==> config.mk <==
export PLATFORM = sky130hd
export DESIGN_NAME = button_service_master
export DESIGN_NICKNAME = d
export VERILOG_FILES = /design/src/rtl/button_service_master_pkg.sv /design/src/rtl/button_service_master_lowest_set_3.sv /design/src/rtl/button_service_master.sv
export SDC_FILE = /design/constraint.sdc
export NUM_CORES = 1
export LEC_CHECK = 0
export ABC_AREA = 1
export BUFFER_PORTS_ARGS = -buffer_cell sky130_fd_sc_hd__buf_2
export CAP_MARGIN = 20
export CORE_AREA = 2 2 39 41
export CTS_CLUSTER_DIAMETER = 80
export CTS_CLUSTER_SIZE = 8
export DETAILED_ROUTE_END_ITERATION = 10
export DIE_AREA = 0 0 41 43
export GPL_TIMING_DRIVEN = 0
export PLACE_DENSITY = 0.7
export SYNTH_ARGS = -nofsm -noshare
export SYNTH_HDL_FRONTEND = slang
export SYNTH_SLANG_ARGS = --single-unit
==> constraint.sdc <==
create_clock -name clk -period 1.1 [get_ports clk]
set_input_delay 0 -clock clk [delete_from_list [all_inputs] [get_ports clk]]
set_output_delay 0 -clock clk [all_outputs]
set_load 0.01 [all_outputs]
==> src/rtl/button_service_master_pkg.sv <==
// Shared definitions for the button service master.
//   state_t   : service FSM states
//   ADDR_*    : Avalon-MM register addresses of the button PIO slave
package button_service_master_pkg;

  typedef enum logic [2:0] {
    INIT_MASK,
    IDLE,
    READ_REQ,
    READ_WAIT,
    CLEAR,
    EMIT
  } state_t;

  localparam logic [1:0] ADDR_DATA = 2'd0;
  localparam logic [1:0] ADDR_MASK = 2'd2;
  localparam logic [1:0] ADDR_EDGE = 2'd3;

endpackage

==> src/rtl/button_service_master_lowest_set_3.sv <==
// Combinational priority encoder for a 3-bit vector.
//   bits  : input vector
//   index : position of the lowest set bit (0 when no bit is set)
//   any   : 1 when at least one bit is set
module lowest_set_3 (
  input  logic [2:0] bits,
  output logic [1:0] index,
  output logic       any
);

  always_comb begin
    if (bits[0])      index = 2'd0;
    else if (bits[1]) index = 2'd1;
    else if (bits[2]) index = 2'd2;
    else              index = 2'd0;
  end

  assign any = |bits;

endmodule

==> src/rtl/button_service_master.sv <==
// Avalon-MM master that services a 3-button PIO slave.
// After reset it programs the interrupt mask, then waits for irq, reads and
// clears edge_capture, and offers each captured button as a valid/ready
// event, lowest index first.
//   clk, reset          : clock and synchronous active-high reset
//   irq                 : interrupt from the PIO slave
//   address, chipselect,
//   write_n, writedata,
//   readdata            : Avalon-MM master port to the PIO slave
//   event_valid,
//   event_id,
//   event_ready         : button event stream to the consumer
module button_service_master
  import button_service_master_pkg::*;
#(
  parameter logic [2:0] IRQ_MASK = 3'b111
) (
  input  logic       clk,
  input  logic       reset,
  input  logic       irq,
  output logic [1:0] address,
  output logic       chipselect,
  output logic       write_n,
  output logic [2:0] writedata,
  input  logic [2:0] readdata,
  output logic       event_valid,
  output logic [1:0] event_id,
  input  logic       event_ready
);

  state_t     state, state_next;
  logic [2:0] pending, pending_next;
  logic [1:0] low_index;
  logic       pending_any;

  lowest_set_3 u_lowest (
    .bits  (pending),
    .index (low_index),
    .any   (pending_any)
  );

  // NOTE: sequential state uses non-blocking assignments so every register
  // samples the pre-edge values of its inputs.
  always_ff @(posedge clk) begin
    if (reset) begin
      state   <= INIT_MASK;
      pending <= 3'b000;
    end else begin
      state   <= state_next;
      pending <= pending_next;
    end
  end

  always_comb begin
    // NOTE: every output and next-state value gets a default first so no
    // path through the case statement can infer a latch.
    state_next   = state;
    pending_next = pending;
    chipselect   = 1'b0;
    write_n      = 1'b1;
    address      = ADDR_DATA;
    writedata    = 3'b000;
    event_valid  = 1'b0;
    event_id     = 2'd0;

    unique case (state)
      INIT_MASK: begin
        chipselect = 1'b1;
        write_n    = 1'b0;
        address    = ADDR_MASK;
        writedata  = IRQ_MASK;
        state_next = IDLE;
      end
      IDLE: begin
        chipselect = 1'b1;
        address    = ADDR_DATA;
        if (irq) state_next = READ_REQ;
      end
      READ_REQ: begin
        chipselect = 1'b1;
        address    = ADDR_EDGE;
        state_next = READ_WAIT;
      end
      READ_WAIT: begin
        // The slave presents edge_capture this cycle.
        pending_next = readdata;
        state_next   = CLEAR;
      end
      CLEAR: begin
        chipselect = 1'b1;
        write_n    = 1'b0;
        address    = ADDR_EDGE;
        writedata  = 3'b000;
        state_next = pending_any ? EMIT : IDLE;
      end
      EMIT: begin
        event_valid = 1'b1;
        event_id    = low_index;
        if (event_ready) begin
          pending_next = pending & ~(3'b001 << low_index);
          if (pending_next == 3'b000) state_next = IDLE;
        end
      end
      default: state_next = INIT_MASK;
    endcase

    // Reset is synchronous, so the state register may still hold a live
    // state during the reset cycle; force the bus and event outputs quiet.
    if (reset) begin
      chipselect  = 1'b0;
      write_n     = 1'b1;
      address     = ADDR_DATA;
      writedata   = 3'b000;
      event_valid = 1'b0;
      event_id    = 2'd0;
    end
  end

endmodule

==> Yosys cells after proc, flatten, opt, wreduce, memory -nomap -nowiden <==
Index checks and enable logic that the tools add are counted.
{ "totals": {"regBits": 6, "input_bits": 7, "out_inout_bits": 10, "wordCells": 44} }
{ "classes": {"eq_ne": 8, "shift": 1, "mux": 22, "bitwise_logic": 2, "n_reduce_logical": 9} }
{ "op_table": {"columns": ["operator", "count"], "rows": [
  ["3-bit 2-to-1 mux", 7],
  ["3-bit case mux with 6 select lines", 1],
  ["2-bit 2-to-1 mux", 6],
  ["3-bit by 2-bit == test with 1-bit output, second input constant", 2],
  ["3-bit == test, second input constant", 2],
  ["3-bit logical NOT", 2],
  ["1-bit 2-to-1 mux", 6],
  ["2-bit inequality test, second input constant", 3],
  ["3-bit case mux with 2 select lines", 1],
  ["2-bit case mux with 2 select lines", 1],
  ["2-bit OR reduction", 2],
  ["4-bit OR reduction", 1],
  ["3-bit bitwise AND", 1],
  ["3-bit by 1-bit == test with 1-bit output, second input constant", 1],
  ["3-bit inverter", 1],
  ["3-bit AND reduction", 1],
  ["3-bit OR reduction", 1],
  ["1-bit by 2-bit << shifter with 3-bit output, first input constant", 1],
  ["2-bit AND reduction", 1],
  ["2-bit nonzero test", 1]
]} }

==> Depth between registers and ports, before layout <==
{ "logic_depth": {"depth_word": 10, "depth_mapped": 8, "depth_no_buf": 8} }

==> Cells and area by module <==
A second synthesis with hierarchy kept.
{ "unflattened": {"hier_cells": 83, "hier_area_um2": 470.5} }
{ "modules_own_cells": {"columns": ["module", "instances", "cells_per_inst", "area_each_um2", "seq_area_each_um2"], "rows": [
  ["button_service_master", 1, 76, 439.2, 120.1],
  ["lowest_set_3", 1, 7, 31.3, 0.0]
]} }

==> Worst setup path before layout <==
OpenSTA, ideal clock, no wires.
{ "synth_timing": {"path_type": "flip-flop to output port", "start": "register state[1]", "end": "output port writedata[1]", "arrival_time_ps": 1042, "required_time_ps": 1100, "path_slack_ps": 58, "path_stages_with_launch": 5, "path_buffers": 1, "path_cell_list": "dfxtp_1 -> inv_2 -> nand3_1 -> nor2_1 -> buf_4"} }
{ "synth_via": {"elab_chain_cells": 3} }
{ "synth_lines": {"columns": ["element", "line_no", "text"], "rows": [
  ["start: declaration", "button_service_master.sv:31", "state_t state, state_next;"],
  ["start signal: assignment", "button_service_master.sv:49", "state <= state_next;"],
  ["3-bit logical NOT", "button_service_master.sv:66", "unique case (state)"],
  ["3-bit 2-to-1 mux", "button_service_master.sv:66", null],
  ["3-bit 2-to-1 mux", "button_service_master.sv:109", "if (reset) begin"],
  ["end: declaration", "button_service_master.sv:24", "output logic [2:0] writedata,"]
]} }
Every way passes these cells.

==> Worst setup path in the final report <==
{ "layout_timing": {"start": "register state[1]", "end": "output port event_id[1]"} }
{ "layout_via": {"elab_chain_cells": 3} }
{ "layout_lines": {"columns": ["element", "line_no", "text"], "rows": [
  ["3-bit == test", "button_service_master.sv:66", null],
  ["2-bit 2-to-1 mux", "button_service_master.sv:66", null],
  ["2-bit 2-to-1 mux", "button_service_master.sv:109", null],
  ["end: declaration", "button_service_master.sv:27", "output logic [1:0] event_id,"]
]} }
Every way passes these cells.

==> results.toml <==
[floorplan]
coreArea_mm2 = 0.00138
row_count = 14
die_x_um = 41
pin_count = 17
die-area_mm2 = 0.00176
start_util = 0.319
fp.dieH_um = 43

[synth]
syn_area_um2 = 442
yosysWarnings = 0
synth_nets = 81
seq_area_frac_synth = 0.272
synth_top_family_by_area = "simple AND/OR/NAND/NOR gates"
synth-compound-area-share = 0.0453
netlist_instances = 74
yosys.area_share.simple = 0.555
synth_xor_area_frac = 0
synthAdderAreaFrac = 0
ys_ff_latch = 6
synthMuxAreaShare = 0
avgSynthCellArea_um2 = 5.97
synth_cell_types = 18

[worst_setup_path]
path_max_fanout = 5
r2r_start = "state[0]"
critPathKind = "reg2out"
cp.arrival_ps = 1220
start_kind = "flip-flop"
critPathSlowestCell = "dfxtp_4"
cp-startpoint = "state[1]"
crit_chain = "nor2_4 > nand2_2 > nor2_2 > and3_1 > buf_2"
endpoint_kind = "primary output"
required_ps = 1100
crit_family = "simple AND/OR/NAND/NOR gates"
slowest_delay_ps = 360
path_buf_inv = 1

[run]
max_cap_violations = 0

[sta]
slew_violations = 0
hold_viol_final = 0
tightest_slew_ps = 213
grt_setup_unrepaired = "true"
setup_slack_ps = -121
tns_ps = -555
fmax_ghz = 0.819
slew_headroom = 0.858
clock_skew_ps = 11.3
setup_viol = 9
timing.final.crit_share = 1.11
min_period_ps = 1220

[route]
routed_via_density = 4.61
wl_per_cell_um = 10.3
vias = 535
firstDrtPassIters = 4
postRouteWirelength_um = 1190
drt_iter0_markers = 6
drt_drc_violations_left = 0
drt.antenna.violating_nets = 0

[place]
place.gp.congestion = 0.764
portBuffers = 16
dpl_worst_slack_ps = -65.9
detailed_place_hpwl_um = 821
dp_cells = 106

[cts]
cts_num_sinks = 6
path_clk_slew_ps = 50
htree_num_levels = 1
clockBufferDepth = 2
clock_latency_ps = 250
cts_buffers = 3
cts_tree = "done"
root_buffer = "clkbuf_4"

[pwr]
sw_frac_of_total = 0.356
power.internal_uw = 501
power.switching_uw = 277
power_frac_seq = 0.338
leakage_uw = 0.000368
total_power_uw = 778
power.density_mw_per_mm2 = 1150
p_clk_frac = 0.264
vdd.ir_drop.worst_v = 0.000554
combPwrFrac = 0.398

[global_route]
antenna_found_initial = 0
grt_pass1_vias = 501
grt-ovfl-total = 0
grt_use_total = 0.163
grt_pass1_wl_um = 2010
grt_max_degree = 8

[cells_and_area]
fin_util = 0.487
final_cell_count_no_fill = 116
layout.nets = 109
diodes = 0
area_growth_syn_to_layout_pct = 52.7
drive_gt1_frac = 0.480

[outcome]
violations = "negative setup slack"
run_status = "complete, but fails checks"

[worst_hold_path]
worstHoldPathType = "in2reg"
min-delay-start = "reset"
worst reg2reg max path: cells and delay by family, from the launching register on:
kind / cells / cell delay [ps]
AND/OR/NAND/NOR: 6 / 500
buffers and inverters: 2 / 200
flip-flops: 1 / 360
per-stage QoR:
stage / hold WS (ps) / cell area [µm²]
4_1_cts: 4.03 / 641
6_report: 18.9 / 674
5_1_grt: 21.2 / 674
2_1_floorplan: 33.3 / 442
3_3_place_gp: 278 / 542
3_5_place_dp: 280 / 542
timing repair:
item,CTS,global route
pin swaps,2,5
resized for setup,12,5
hold endpoints to repair,0,0
setup buffers,5,2
hold buffers,0,0
setup endpoints to repair,11,12
cell type report:
type                            instances  area [µm²]
Buffer                                  3        26.3
Inverter                                9        38.8
Clock buffer                            3        22.5
Tap cell                               16        20.0
Multi-Input combinational cell         56         300
Fill cell                             157         709
Sequential cell                         6         128
Timing Repair Buffer                   23         139
cells in the mapped netlist:
master	number	area, µm²
nor3_2	1	10.0
nand3_2	1	10.0
nand2_1	19	71.3
o21ai_0	1	5.00
nor2_1	13	48.8
nor2_4	1	11.3
inv_1	6	22.5
nor3_1	1	5.00
nand2_2	2	12.5
nand4_1	1	6.26
nor2_2	2	12.5
dfxtp_1	6	120
nand3_1	9	45.0
buf_4	3	22.5
nor4_1	1	6.26
and3_1	1	6.26
a21oi_1	3	15.0
inv_2	3	11.3
power groups by stage:
stage | Sequential, µW | Combinational (µW) | Clock (µW)
after floorplan | 263 | 169 | 0
after global routing | 265 | 347 | 231
after global placement | 266 | 231 | 0
after detailed placement | 267 | 235 | 0
final | 263 | 309 | 205
after CTS | 262 | 289 | 215
final timing paths:
check | endpoint | slack [ps] | cells past startpoint
min | state[1] | 20 | 2
max reg2reg | pending[1] | -50 | 8
min reg2reg | pending[0] | 530 | 2
max | event_id[1] | -120 | 5
registers in the layout, indices dropped and copies added (netlist names):
| signal | count |
|---|---|
| pending | 3 |
| state | 3 |
routing by layer:
metal	wire length (µm)	part of all wire	up-vias	GRT usage
met5	0	0	-	0
met4	11	0.0092	0	0.0400
met3	76	0.064	2	0.0471
met2	574	0.48	19	0.259
met1	531	0.44	230	0.206
li1	-	-	284	-
cell usage in the layout (no fill, tap or decap), drive strengths merged:
cell type,instances
nand4,1
nor3,2
o21ai,1
nor4,1
nand3,10
dfxtp,6
and3,1
a21oi,3
clkbuf,3
buf,26
inv,9
nand2,21
nor2,16
cells by family after synthesis:
kind of cell           after synthesis
AND/OR/NAND/NOR                     52
buffers and inverters               12
flip-flops                           6
AO/OA/AOI/OAI                        4
No activity file was read; power rests on OpenSTA's default activity.
